===== config.mk =====
export PLATFORM = sky130hd
export DESIGN_NAME = vram_pixel_fetch
export DESIGN_NICKNAME = d
export VERILOG_FILES = /design/src/rtl/vram_pixel_fetch.sv
export SDC_FILE = /design/constraint.sdc
export NUM_CORES = 1
export LEC_CHECK = 0
export ABC_AREA = 1
export CORE_ASPECT_RATIO = 2
export CORE_MARGIN = 4
export CORE_UTILIZATION = 59
export CTS_CLUSTER_SIZE = 30
export DETAILED_ROUTE_END_ITERATION = 12
export GPL_TIMING_DRIVEN = 0
export PLACE_DENSITY = 0.83
export SLEW_MARGIN = 15
export SYNTH_ARGS = -nofsm -noshare
export SYNTH_HDL_FRONTEND = slang
export SYNTH_SLANG_ARGS = --single-unit

===== constraint.sdc =====
create_clock -name clk -period 3.2 [get_ports clk]
set_input_delay 0.48 -clock clk [delete_from_list [all_inputs] [get_ports clk]]
set_output_delay 0.48 -clock clk [all_outputs]
set_load 0.02 [all_outputs]

===== src/rtl/vram_pixel_fetch.sv =====
// vram_pixel_fetch
// Scanout fetch stage that sits directly after the 64K x 16 VRAM. On a
// line_start_i pulse it computes the line's first word address, reads
// WORDS_PER_LINE consecutive words (wrapping silently at 0xFFFF), buffers
// them in a small word FIFO and unpacks each word into four 4-bit palette
// indices, low nibble first.
//
// Ports:
//   clk, reset_n            clock, asynchronous active-low reset
//   line_start_i            1-cycle pulse: start (or restart) a line
//   line_y_i, base_addr_i   line number / frame base, sampled with line_start_i
//   vram_sel_o              VRAM read strobe (this block never writes)
//   vram_address_o          word address, 0 when vram_sel_o=0
//   vram_data_i             read data, valid one cycle after vram_sel_o
//   pixel_valid_o/ready_i   pixel stream handshake
//   pixel_o                 palette index (0 when not valid)
//   busy_o                  line in progress (FETCH or DRAIN)
//   dbg_state               current FSM state, for checkers
//
// Pixel handshake: a transfer happens on a rising clk edge where
// pixel_valid_o and pixel_ready_i are both 1. Once pixel_valid_o is 1 it
// stays 1, and pixel_o stays unchanged, until that transfer happens; only a
// line restart or reset may withdraw it.
module vram_pixel_fetch #(
  parameter int H_RES      = 640,
  parameter int FIFO_DEPTH = 8
) (
  input  logic        clk,
  input  logic        reset_n,
  input  logic        line_start_i,
  input  logic [9:0]  line_y_i,
  input  logic [15:0] base_addr_i,
  output logic        vram_sel_o,
  output logic [15:0] vram_address_o,
  input  logic [15:0] vram_data_i,
  output logic        pixel_valid_o,
  input  logic        pixel_ready_i,
  output logic [3:0]  pixel_o,
  output logic        busy_o,
  output logic [1:0]  dbg_state
);

  localparam int WORDS_PER_LINE = H_RES / 4;
  localparam int CW = $clog2(WORDS_PER_LINE + 1);
  localparam int NW = $clog2(FIFO_DEPTH + 1);
  localparam int PW = $clog2(FIFO_DEPTH);

  localparam logic [1:0] S_IDLE  = 2'd0;
  localparam logic [1:0] S_FETCH = 2'd1;
  localparam logic [1:0] S_DRAIN = 2'd2;

  logic [1:0]    state;
  logic [15:0]   line_addr;
  logic [CW-1:0] word_cnt;
  logic [15:0]   fifo_mem [FIFO_DEPTH];
  logic [PW-1:0] wr_ptr;
  logic [PW-1:0] rd_ptr;
  logic [NW-1:0] fifo_count;
  logic [NW-1:0] count_nxt;
  logic          inflight;
  logic [1:0]    nib_ptr;

  logic [15:0]   line_addr_calc;
  logic          issue;
  logic          last_issue;
  logic          push;
  logic          xfer;
  logic          pop;
  logic [15:0]   head_word;

  // Row offset truncated to 16 bits; the whole address space wraps.
  assign line_addr_calc = base_addr_i + 16'(32'(line_y_i) * 32'(WORDS_PER_LINE));

  // A slot is reserved for every read in flight, so a returning word always
  // has room even if the consumer stalls. No read is issued in a restart
  // cycle: its return would belong to the line being abandoned.
  assign issue = (state == S_FETCH) && !line_start_i &&
                 ((32'(fifo_count) + 32'(inflight)) < 32'(FIFO_DEPTH));
  assign last_issue = issue && (word_cnt == CW'(WORDS_PER_LINE - 1));

  // The in-flight flag is cleared by restart and reset, which is what
  // discards a stale return.
  assign push = inflight && !line_start_i;
  assign xfer = pixel_valid_o && pixel_ready_i;
  assign pop  = xfer && (nib_ptr == 2'd3);
  assign count_nxt = fifo_count + NW'(push) - NW'(pop);

  assign head_word      = fifo_mem[rd_ptr];
  assign vram_sel_o     = issue;
  assign vram_address_o = issue ? (line_addr + 16'(word_cnt)) : 16'd0;
  assign pixel_valid_o  = (fifo_count != '0);
  assign pixel_o        = pixel_valid_o ? head_word[{nib_ptr, 2'b00} +: 4] : 4'd0;
  assign busy_o         = (state != S_IDLE);
  assign dbg_state      = state;

  // Storage is not reset; nothing reads an entry before it is written.
  always_ff @(posedge clk) begin
    if (push) fifo_mem[wr_ptr] <= vram_data_i;
  end

  always_ff @(posedge clk or negedge reset_n) begin
    if (!reset_n) begin
      state      <= S_IDLE;
      line_addr  <= 16'd0;
      word_cnt   <= '0;
      wr_ptr     <= '0;
      rd_ptr     <= '0;
      fifo_count <= '0;
      inflight   <= 1'b0;
      nib_ptr    <= 2'd0;
    end else if (line_start_i) begin
      // Start or abort-and-restart: takes precedence over any pop this cycle.
      state      <= S_FETCH;
      line_addr  <= line_addr_calc;
      word_cnt   <= '0;
      wr_ptr     <= '0;
      rd_ptr     <= '0;
      fifo_count <= '0;
      inflight   <= 1'b0;
      nib_ptr    <= 2'd0;
    end else begin
      inflight   <= issue;
      fifo_count <= count_nxt;
      if (issue) word_cnt <= word_cnt + CW'(1);
      if (push)  wr_ptr   <= wr_ptr + PW'(1);
      if (xfer)  nib_ptr  <= nib_ptr + 2'd1;
      if (pop)   rd_ptr   <= rd_ptr + PW'(1);
      case (state)
        S_FETCH: if (last_issue) state <= S_DRAIN;
        // No reads are issued in DRAIN, so an empty FIFO after this cycle
        // means the last nibble has gone and nothing is in flight.
        S_DRAIN: if (count_nxt == '0) state <= S_IDLE;
        default: state <= S_IDLE;
      endcase
    end
  end

endmodule


==> impl_results.md, run 1 <==
* Placeable Area at 14400 sq um
* Vias in the first global route at 7159
* Status: finished, final reports clean
* Cell Area, Synth at approximately 8700 sq um
* CP delay by family, top: simple AND/OR/NAND/NOR gates
* TritonCTS Buffers at 17
* Critical-path cell with the highest stage delay: fa_1
* Leakage power at 4.59 nW
* Worst R2R End: dbg_state[1]
* ANT nets after route at 0
* PortBufs at 70
* Relative slew slack at 59.4%
* Worst Setup EP: vram_address_o[10]
* Placer congestion estimate at 0.928
* Root Driver: clkbuf_16
* Slew Viols, Final at 0
* Int Pwr at between 4 and 5 mW
* Worst Reg-to-Reg Cells at 16
* TNS Setup at 0 ns
* Sw power at between 1.5 and 2 mW
* F_max at 328 MHz
* Synth warnings at 0
* CP arrival at 2.57 ns
* Sequential share of the synthesized area at 55.4%
* Total power at about 6.0 mW
* Worst Path Buf+Inv at 1
* TritonCTS clock tree: built
* Post-Syn Nets at 1046
* Number of synthesized flops with an enable pin at 128
* # rows at 62
* Async set-reset flop share out of synthesis at 23.4%
* CP Cell Sequence: ha_1 -> fa_1 -> nand3_1 -> nand2_1 -> nand2_1 -> nand2_1 -> nand3_1 -> nand2_1 -> nor2_1 -> dlygate4sd2_1
* Final cell count without fillers at 1255
* Max incr delay on CP at ~0.43 ns
* Worst-path maximum fanout at 4
* Setup crit start: word_cnt[0]
* Area contributors post-synth: edfxtp_1 44%, nand2_1 13%, dfrtp_1 11%, nand3_1 7.1%, ha_1 6.5%
* Max-cap violation count at 0
* Placed cell count at 1222
* Gate Count Post-Synth at between 900 and 1000
* CP endpoint kind: primary output
* Antenna violations before repair at 0
* CTS sink cnt at 167
* I/O Pins at slightly above 70
* Starting Density at approximately three fifths
* Register bit total from synthesis at 167
* Synth Area per Inst at just over 9 sq um
* Clk Latency, worst-skew pair at 0.43 ns
* Flop pwr share at 43.2%
* Die Ht at 180 um
* R2R Setup Slk at approximately 0.36 ns
* Global-route wire length before repair at ~34000 um
* Remaining global-route overflow at 0
* Area leader, netlist: edfxtp_1
* Die Area at 16900 sq um
* Combinational Power Share at 23.6%
* Stages on worst setup path at 10
* Netlist cell types at 29
* Largest net degree at the start of global routing at 34
* Reg-to-Reg Start: fifo_count[2]
* Vias at 7024
* Final Skew at 0.0144 ns
* Clk pwr share at 33.2%
* Share of the synthesized area in the top cell type at 44.2%
* Drt drc at 0
* Worst Setup Start Kind: flip-flop
* Total Routing Usage GR at 26.5%
* Most used cell, CP: nand2_1
* WL/cell at 17.3 um
* Period utilisation layout at 95.4%
* Reg clk slew, reported paths at around 0.070 ns
* Fill cells at 1031
* PwrDens at 577 nW/um^2
* Worst endpoint required time at 2.72 ns
* Final Hold Vio Count at 0
* Worst setup path class: reg -> out
* H-tree levels at 4
* # diodes at 0
* Fin crit period at 3.05 ns
* Worst slew pin tran at 0.609 ns
* Worst Hold Class: in -> async
* Die outline width at 93.9 um
* Drt first pass iters at 6
* # nets final at approximately 1100
* Switching fraction of total power at 32.1%
* HPWL after DPL at 15800 um
* Routed wire length at 21700 um
* Drt via density at 5.60
* Most used flip-flop cell after synthesis: edfxtp_1
* Count leader, synth: nand2_1
* Most frequent cells after synthesis: 308 x nand2_1, 128 x edfxtp_1, 123 x nand3_1
* CTS max path bufs at 2
* Worst vdd ir at 0.439 mV
* Area delta synth->final at 19.4%
* Fraction of layout cells with a size suffix above 1 at around 8%
* DR iter-0 viols at around 480
* Final setup violation count at 0
==> how the worst min path moves through the flow <==
| stage | start | end | slack (ns) | cells past startpoint |
|---|---|---|---|---|
| final | reset_n | fifo_count[1] | 0.43 | 2 |
| after detailed placement | reset_n | fifo_count[2] | 0.34 | 1 |
| after global routing | reset_n | fifo_count[2] | 0.44 | 2 |
| after floorplan | reset_n | dbg_state[0] | 0.18 | 0 |
| after global placement | line_addr[3] | line_addr[3] | 0.46 | 2 |
| after CTS | reset_n | fifo_count[2] | 0.43 | 2 |
==> worst reg2reg max path: stages, from the launching register on <==
cell and delay (ns):
dfrtp_1 0.40, inv_1 0.09, ha_1 0.14, nand2_1 0.05, nor2_1 0.26, nor2_1 0.14
nand2_1 0.21, inv_1 0.10, ha_1 0.28, inv_1 0.03, ha_1 0.20, fa_1 0.38
xor2_1 0.17, inv_1 0.07, nand4_1 0.09, nand2_1 0.07, nand2_1 0.05
==> kinds of logic after synthesis <==
| logic type | Yosys count | share of synthesized area [%] |
|---|---|---|
| AO/OA/AOI/OAI | 68 | 4.02 |
| XOR/XNOR | 17 | 1.71 |
| adder cells (fa/ha/maj) | 49 | 7.39 |
| buffers and inverters | 109 | 5.91 |
| flip-flops | 167 | 55.4 |
| AND/OR/NAND/NOR | 541 | 25.6 |
==> power by group through the flow <==
stage	Combinational (mW)	Sequential [mW]	Clock [mW]
6_report	1.42	2.59	1.99
2_1_floorplan	0.906	2.61	0
3_5_place_dp	1.42	2.63	0
5_1_grt	1.58	2.61	2.09
4_1_cts	1.42	2.59	2.00
3_3_place_gp	1.37	2.63	0
==> placed cells by master, fill, tap and decap left out, types with 3 or more instances in the layout <==
cell type	n
clkbuf_1	6
nor2_2	9
nand3_1	123
buf_8	6
nor3_1	5
inv_6	3
inv_1	74
clkbuf_16	17
fa_1	3
edfxtp_1	128
nand4_1	10
xnor2_1	11
o21ai_0	37
ha_1	45
a21oi_1	23
nor2_1	82
clkdlybuf4s50_1	55
buf_2	8
inv_8	6
xor2_1	6
buf_4	4
dlymetal6s2s_1	5
clkbuf_2	5
dfrtp_1	39
dlygate4sd2_1	6
nand2_1	307
buf_6	13
==> final cells by class <==
class / instances / area (sq um) / area share (%)
clock inverter: 15 / 156 / 1.50
inverter: 78 / 295 / 2.84
tap: 192 / 240 / 2.31
multi-input combinational: 675 / 3400 / 32.7
clock buffer: 17 / 425 / 4.09
timing repair buffer: 80 / 828 / 7.97
buffer: 31 / 229 / 2.20
sequential: 167 / 4820 / 46.4
==> flip-flops by register name, indices dropped and copies added (netlist names), 2 cells and up <==
register / flops
nib_ptr: 2
rd_ptr: 3
dbg_state: 2
wr_ptr: 3
fifo_count: 4
word_cnt: 8
fifo_mem: 128
line_addr: 16
==> through the flow <==
stage	utilization (%)	setup WS, ns	hold WS, ns	instance area, sq um
after floorplan	-	0.401	0.184	8700
after global placement	66.8	-0.330	0.464	9650
after detailed placement	67.9	-0.357	0.337	9790
after CTS	71.9	0.0258	0.430	10400
after global routing	72.1	-0.000125	0.443	10400
final	72.1	0.147	0.428	10400
==> per-layer routing <==
layer  up-vias  GRT usage (%)  wire length, um
met3        80           3.85             1140
met5         -              0                0
met4         0           13.8             1010
met2       298           51.2            12300
li1       3377              -                -
met1      3269           26.1             7190
==> what timing repair did <==
item                                    CTS  global route
endpoints found under the hold margin     6             0
hold buffers                              1             0
endpoints found under the setup margin   10            11
buffers inserted                          0             0
resized for setup                        10            21
cloned                                    0             0
pin swaps                                 0             2
(Power assumes the default switching activity.)
==> run 2, diff against run 1 <==
--- a/config.mk
+++ b/config.mk
@@ -9,6 +9,7 @@
 export CORE_ASPECT_RATIO = 2
 export CORE_MARGIN = 4
 export CORE_UTILIZATION = 59
+export CTS_BUF_LIST = sky130_fd_sc_hd__clkbuf_16
 export CTS_CLUSTER_SIZE = 30
 export DETAILED_ROUTE_END_ITERATION = 12
 export GPL_TIMING_DRIVEN = 0
==> results of run 2 <==
The final DEF is identical to that of run 1; final timing and power are the same.
